<file path="src/rtl/sync_chain_sequencer.sv">
// sync_chain_sequencer
// Divides CLK_DRV into the pixel clock PIX_CLK_N that drives the toggle
// flip-flop counter stages. Keeps a registered H/V master count that steps on
// every PIX_CLK_N fall, and registers the sync, blank and frame strobes from it.
// Optional macro SYNC_SERRATION_EN: when defined, COMP_SYNC_N is HSYNC_N XNOR
// VSYNC_N (serrated vsync). When undefined, it is HSYNC_N AND VSYNC_N.

module sync_chain_sequencer #(
  parameter int unsigned DIV          = 2,
  parameter int unsigned H_TOTAL      = 454,
  parameter int unsigned H_ACTIVE     = 384,
  parameter int unsigned H_SYNC_START = 400,
  parameter int unsigned H_SYNC_LEN   = 32,
  parameter int unsigned V_TOTAL      = 262,
  parameter int unsigned V_ACTIVE     = 240,
  parameter int unsigned V_SYNC_START = 244,
  parameter int unsigned V_SYNC_LEN   = 4
) (
  input  logic       CLK_DRV,
  input  logic       RST_N,
  input  logic       ENABLE,
  output logic       PIX_CLK_N,
  output logic       PIX_CE,
  output logic [8:0] H_CNT,
  output logic [8:0] V_CNT,
  output logic       HSYNC_N,
  output logic       VSYNC_N,
  output logic       HBLANK,
  output logic       VBLANK,
  output logic       COMP_SYNC_N,
  output logic       FRAME_START
);

  localparam int unsigned DW = (DIV > 1) ? $clog2(DIV) : 1;
  localparam logic [DW-1:0] DIV_LAST = DW'(DIV - 1);
  localparam logic [8:0] H_LAST = 9'(H_TOTAL - 1);
  localparam logic [8:0] V_LAST = 9'(V_TOTAL - 1);

  logic [DW-1:0] div_cnt;
  logic          fall;
  logic [8:0]    h_next;
  logic [8:0]    v_next;
  logic          hsync_n_next;
  logic          vsync_n_next;
  logic          hblank_next;
  logic          vblank_next;
  logic          comp_sync_n_next;

  // Find the fall edge, then work out the next counts and the decodes for them
  always_comb begin
    fall   = ENABLE && PIX_CLK_N && (div_cnt == DIV_LAST);
    h_next = H_CNT + 9'd1;
    v_next = V_CNT;
    if (H_CNT == H_LAST) begin
      h_next = '0;
      v_next = (V_CNT == V_LAST) ? 9'd0 : V_CNT + 9'd1;
    end
    hsync_n_next = !(({23'd0, h_next} >= H_SYNC_START) &&
                     ({23'd0, h_next} <  H_SYNC_START + H_SYNC_LEN));
    vsync_n_next = !(({23'd0, v_next} >= V_SYNC_START) &&
                     ({23'd0, v_next} <  V_SYNC_START + V_SYNC_LEN));
    hblank_next  = ({23'd0, h_next} >= H_ACTIVE);
    vblank_next  = ({23'd0, v_next} >= V_ACTIVE);
`ifdef SYNC_SERRATION_EN
    comp_sync_n_next = ~(hsync_n_next ^ vsync_n_next);
`else
    comp_sync_n_next = hsync_n_next & vsync_n_next;
`endif
  end

  // Pixel clock divider; holds its phase while ENABLE is low
  always_ff @(posedge CLK_DRV or negedge RST_N) begin
    if (!RST_N) begin
      div_cnt   <= '0;
      PIX_CLK_N <= 1'b1;
    end else if (ENABLE) begin
      if (div_cnt == DIV_LAST) begin
        div_cnt   <= '0;
        PIX_CLK_N <= ~PIX_CLK_N;
      end else begin
        div_cnt <= div_cnt + DW'(1);
      end
    end
  end

  // One-cycle strobes: the pixel enable and the start-of-frame marker
  always_ff @(posedge CLK_DRV or negedge RST_N) begin
    if (!RST_N) begin
      PIX_CE      <= 1'b0;
      FRAME_START <= 1'b0;
    end else begin
      PIX_CE      <= fall;
      FRAME_START <= fall && (h_next == 9'd0) && (v_next == 9'd0);
    end
  end

  // On each fall, step the master count and register the matching decodes
  always_ff @(posedge CLK_DRV or negedge RST_N) begin
    if (!RST_N) begin
      H_CNT       <= '0;
      V_CNT       <= '0;
      HSYNC_N     <= 1'b1;
      VSYNC_N     <= 1'b1;
      HBLANK      <= 1'b0;
      VBLANK      <= 1'b0;
      COMP_SYNC_N <= 1'b1;
    end else if (fall) begin
      H_CNT       <= h_next;
      V_CNT       <= v_next;
      HSYNC_N     <= hsync_n_next;
      VSYNC_N     <= vsync_n_next;
      HBLANK      <= hblank_next;
      VBLANK      <= vblank_next;
      COMP_SYNC_N <= comp_sync_n_next;
    end
  end

endmodule

</file>
<file path="config.mk">
export PLATFORM = sky130hd
export DESIGN_NAME = sync_chain_sequencer
export DESIGN_NICKNAME = d
export VERILOG_FILES = /design/src/rtl/sync_chain_sequencer.sv
export SDC_FILE = /design/constraint.sdc
export NUM_CORES = 1
export LEC_CHECK = 0
export CAP_MARGIN = 0
export CORE_ASPECT_RATIO = 0.75
export CORE_MARGIN = 2
export CORE_UTILIZATION = 48
export DETAILED_ROUTE_END_ITERATION = 16
export PLACE_DENSITY = 0.78
export SETUP_SLACK_MARGIN = 0.2
export SYNTH_ARGS = -nofsm -noshare
export SYNTH_HDL_FRONTEND = slang
export SYNTH_SLANG_ARGS = --single-unit
</file>
<file path="constraint.sdc">
create_clock -name CLK_DRV -period 4.7 [get_ports CLK_DRV]
set_input_delay 1.175 -clock CLK_DRV [delete_from_list [all_inputs] [get_ports CLK_DRV]]
set_output_delay 1.175 -clock CLK_DRV [all_outputs]
set_load 0.05 [all_outputs]
</file>
# [Word-level counts from Yosys, hierarchy flattened]
# Index checks and enable logic that the tools add are counted.
[classes] addsub=3 order_cmp=6 n_eq_ne=2 mux=4 n_bitwise=2 n_reduce_logical=11
[ops] cell="9-bit 2-to-1 mux" n=3
[ops] cell="9-bit by 1-bit adder with 9-bit output (second input constant)" n=2
[ops] cell="9-bit == test (second input constant)" n=2
[ops] cell="9-bit by 8-bit greater-or-equal comparator with 1-bit output (second input constant)" n=2
[ops] cell="9-bit greater-or-equal comparator (second input constant)" n=2
[ops] cell="9-bit zero test" n=2
[ops] cell="9-bit by 8-bit less-than comparator with 1-bit output (second input constant)" n=1
[ops] cell="9-bit less-than comparator (second input constant)" n=1
[ops] cell="1-bit logical AND" n=6
[ops] cell="1-bit zero test" n=2
[ops] cell="2-bit AND reduction" n=1
[ops] cell="1-bit adder (second input constant)" n=1
[ops] cell="1-bit bitwise AND" n=1
[ops] cell="1-bit 2-to-1 mux" n=1
[ops] cell="1-bit inverter" n=1
[word_totals] reg_bits=27 inputBits=3 output_inout_bits=26 word_cells=39

# [Logic depth before layout (Yosys ltp)]
[depth] word_depth=7 mapped_depth=9 mapped_depth_nobuf=8

# [Worst setup path after synthesis]
# OpenSTA, ideal clock, no wires.
[synth_path] path_type="reg-to-reg" start="register H_CNT[0]" end="register FRAME_START" setup_ps=94 arrival_time_ps=2620 t_required_ps=4606 path_slack_ps=1986 stages_incl_launch_ff=8 n_path_buf=0 period_less_slack_ps=2714 cell_sequence="dfrtp_1 -> ha_1 -> or4b_4 -> nor2_1 -> o21ai_1 -> a221o_1 -> or4_1 -> a211oi_1"
[synth_between] elab_chain_cells=5 word_cells_on_any_way=8 cone_classes="add/sub: 1; eq/ne: 1; mux: 2; reduce/logical: 4"
[synth_rtl] element="from (decl)" line="24" text="output logic [8:0] H_CNT,"
[synth_rtl] element="from (signal assigned)" line="108" text="H_CNT <= h_next;"
[synth_rtl] element="9-bit by 1-bit adder with 9-bit output or 9-bit == test (tied branches)" line="52, 54"
[synth_rtl] element="9-bit 2-to-1 mux" line="54" text="if (H_CNT == H_LAST) begin"
[synth_rtl] element="9-bit zero test" line="93" text="FRAME_START <= fall && (h_next == 9'd0) && (v_next == 9'd0);"
[synth_rtl] element="1-bit logical AND" line="93"
[synth_rtl] element="1-bit logical AND *" line="93"
[synth_rtl] element="to (signal assigned)" line="93"
[synth_rtl] element="to (decl)" line="31" text="output logic FRAME_START"
# Every way passes the cells marked *; elsewhere a longest branch is shown, timed or not.
# A chain may end at the register's enable or synchronous reset.

# [Worst setup path after layout]
[layout_path] start="input ENABLE" end="register V_CNT[7]"
[layout_between] elab_chain_cells=2
[layout_rtl] element="from (decl)" line="21" text="input logic ENABLE,"
[layout_rtl] element="1-bit logical AND (2 in series)" line="51" text="fall = ENABLE && PIX_CLK_N && (div_cnt == DIV_LAST);"
[layout_rtl] element="to (signal assigned)" line="109" text="V_CNT <= v_next;"
[layout_rtl] element="to (decl)" line="25" text="output logic [8:0] V_CNT,"
# Every way passes these cells.

==> results.py <==
metrics = {
    "die": {
        "fp.coreArea_um2": 3360,
        "die_h_um": 55.8,
        "die_w_um": 73.1,
        "die_area_um2": 4080,
        "io_pins": 29,
        "initial_core_util_pct": 51.3,
        "num_rows": 18,
    },
    "finish": {
        "final_cell_mix": "clkdlybuf4s50_1, dfrtp_1, nand2_1",
        "synthToLayoutAreaGrowth_pct": 19.3,
        "nFillCells": 311,
        "drive_above_1_share_pct": 6.39,
        "layout_commonest_cell": "clkdlybuf4s50_1",
        "final_cells": 259,
        "register_area_um2": 681,
        "multi_input_area_um2": 961,
        "fin_area_um2": 2050,
        "nets": 227,
        "antennaDiodeCount": 0,
    },
    "synthesis": {
        "synth_warnings": 0,
        "synthArstFlopShare_pct": 100,
        "synth_cells": 198,
        "ys.flop_type": "dfrtp_1",
        "syn_avg_cell_area_um2": 8.69,
        "synth_nets": 205,
        "synth.ff_latch_count": 27,
        "yosysSeqAreaShare_pct": 39.6,
        "synth_edf_count": 0,
        "synth.distinct_cells": 50,
        "synth.cell_area_um2": 1720,
    },
    "power_and_ir_drop": {
        "p_leak_nw": 0.804,
        "powerDensity_nw_per_um2": 367,
        "ir_worst_vdd_mv": 0.242,
        "power_uw": 753,
    },
    "grt": {
        "grt_pass1_wl_um": 7000,
        "grt_usage_pct": 21.7,
        "overflow": 0,
        "antenna_found_initial": 0,
        "grt_max_degree": 28,
        "grt_pass1_vias": 1394,
    },
    "clocking": {
        "cts_buffer_depth": 2,
        "tritoncts": "built",
        "numCtsBuffers": 3,
        "htreeDepth": 1,
        "clk_pin_slew_worst_paths_ns": 0.09,
        "clock_sinks": 27,
        "postCtsResizedCells": 0,
        "post-cts-setup-buffers": 0,
        "root_buffer": "clkbuf_8",
        "worst_skew_pair.late_latency_ns": 0.27,
        "cts_hold_buffers": 0,
    },
    "setup_path": {
        "worst_ep_arrival_time_ns": 3.37,
        "crit_type": "input pin to register",
        "r2r-start": "H_CNT[1]",
        "worst_setup_path_start_kind": "input pin",
        "end_kind": "register",
        "critPathRequiredTime_ns": 4.86,
        "crit_path_start": "ENABLE",
        "crit_path_max_fanout": 16,
    },
    "routing": {
        "routed_wl_um": 4020,
        "first_pass_iters": 4,
        "num_vias": 1533,
        "detail-route-antenna-nets": 0,
        "drc": 0,
        "dr.first_iter.drc_count": 99,
        "viasPerCell": 5.92,
        "avgRoutedWirePerCell_um": 15.5,
    },
    "place": {
        "gp_congestion": 0.859,
        "place_area_um2": 2010,
        "io_buffer_count": 28,
        "dp.final_hpwl_um": 2890,
        "placedCellCount": 255,
    },
    "timing": {
        "final.min_clock_period_ns": 3.21,
        "timing.hold.ws_ns": 0.489,
        "hold_viol_final": 0,
        "setup-tns-final_ns": 0,
        "max_freq_mhz": 311,
        "period_share_pct": 68.3,
        "fin_skew_ns": 0.00585,
        "worst_pin_slew_ns": 0.620,
        "finalSetupViolCount": 0,
        "relSlewSlack_pct": 58.4,
        "slew_violations": 0,
        "rsz0062_at_grt": "false",
    },
    "flow_run": {
        "maxCapViolCount": 0,
    },
    "worst_hold_path": {
        "hp-start": "HBLANK",
        "hp-class": "register to register",
    },
    "status": {
        "status": "completed",
    },
}
flip-flops by register name, indices dropped and copies added, names as in the netlist:
name,count
H_CNT,9
V_CNT,9
COMP_SYNC_N,1
FRAME_START,1
HBLANK,1
HSYNC_N,1
PIX_CE,1
PIX_CLK_N,1
VBLANK,1
VSYNC_N,1
div_cnt,1
critical path, stage by stage:
cell and delay [ns]:
clkdlybuf4s50_1 0.51, nand3_1 0.36, inv_1 0.51, nand2_1 0.25, nor3_1 0.28, nand3_1 0.13, xnor2_1 0.14
logic make-up (layout without fill, tap and decap cells):
kind of cell / after synthesis / count (layout) / share of synthesized area [%]
simple gates: 82 / 82 / 24.7
xor+xnor: 12 / 12 / 6.11
compound gates: 53 / 53 / 20.9
flops: 27 / 27 / 39.6
fa+ha+maj: 4 / 4 / 2.91
mux: 2 / 2 / 1.31
buf+inv: 18 / 39 / 4.58
cell usage after synthesis (all sizes together), types with 2 or more instances:
| cell type | number | share of area, % |
|---|---|---|
| a211o | 3 | 1.5 |
| nand2 | 23 | 5.0 |
| nand3 | 7 | 2.0 |
| buf | 4 | 1.5 |
| nor2b | 2 | 0.73 |
| o31ai | 5 | 2.2 |
| o21ai | 19 | 5.5 |
| o21a | 4 | 1.7 |
| and3 | 5 | 1.8 |
| clkbuf | 9 | 2.0 |
| mux2 | 2 | 1.3 |
| inv | 5 | 1.1 |
| ha | 4 | 2.9 |
| xor2 | 4 | 2.0 |
| nand4 | 6 | 2.2 |
| o22ai | 2 | 0.73 |
| nor3 | 6 | 2.0 |
| xnor2 | 8 | 4.1 |
| nand2b | 3 | 1.1 |
| nor4 | 2 | 0.73 |
| nor2 | 17 | 3.7 |
| or3 | 2 | 0.73 |
| dfrtp | 23 | 33 |
| a41oi | 2 | 1.0 |
| a21oi | 3 | 0.87 |
| dfstp | 4 | 6.1 |
| a211oi | 4 | 1.7 |
worst paths after layout:
| path | depth (start not counted) | end | slack (ns) |
|---|---|---|---|
| setup / recovery | 7 | V_CNT[7] | 1.49 |
| hold / removal | 2 | HBLANK | 0.49 |
| setup reg to reg | 7 | FRAME_START | 1.93 |
| hold reg to reg | 2 | HBLANK | 0.49 |
| max in group asynchronous | 2 | VSYNC_N | 3.12 |
| min in group asynchronous | 2 | H_CNT[3] | 1.28 |
per-layer routing:
layer  routed length (um)  GRT usage (%)  share of wire [%]
met1                 2160           36.4                 54
met2                 1610           28.3                 40
met3                  234           4.71                5.8
met4                   14           3.17               0.35
met5                    0              0                  0
stage by stage:
stage,util (%),setup WS (ns)
after global placement,59.8,1.28
after floorplan,-,1.99
after global routing,61.1,1.20
after CTS,61.1,1.50
after detailed placement,59.8,1.20
final,61.1,1.49
cell type report:
class                      instances  area share, %
timing repair buffer              30           14.4
clock buffer                       3           2.01
tap                               40           2.44
clock inverter                     1          0.244
multi-input combinational        153           46.8
inverter                           5          0.915
sequential                        27           33.2
report_power, final:
group / switching [mW] / internal, mW / leakage (nW)
clock network: 0.0695 / 0.0593 / 0.0255
registers: 0.0589 / 0.270 / 0.338
logic: 0.193 / 0.101 / 0.440
total: 0.322 / 0.431 / 0.804
Note: power is estimated with default switching activity, not from simulation.
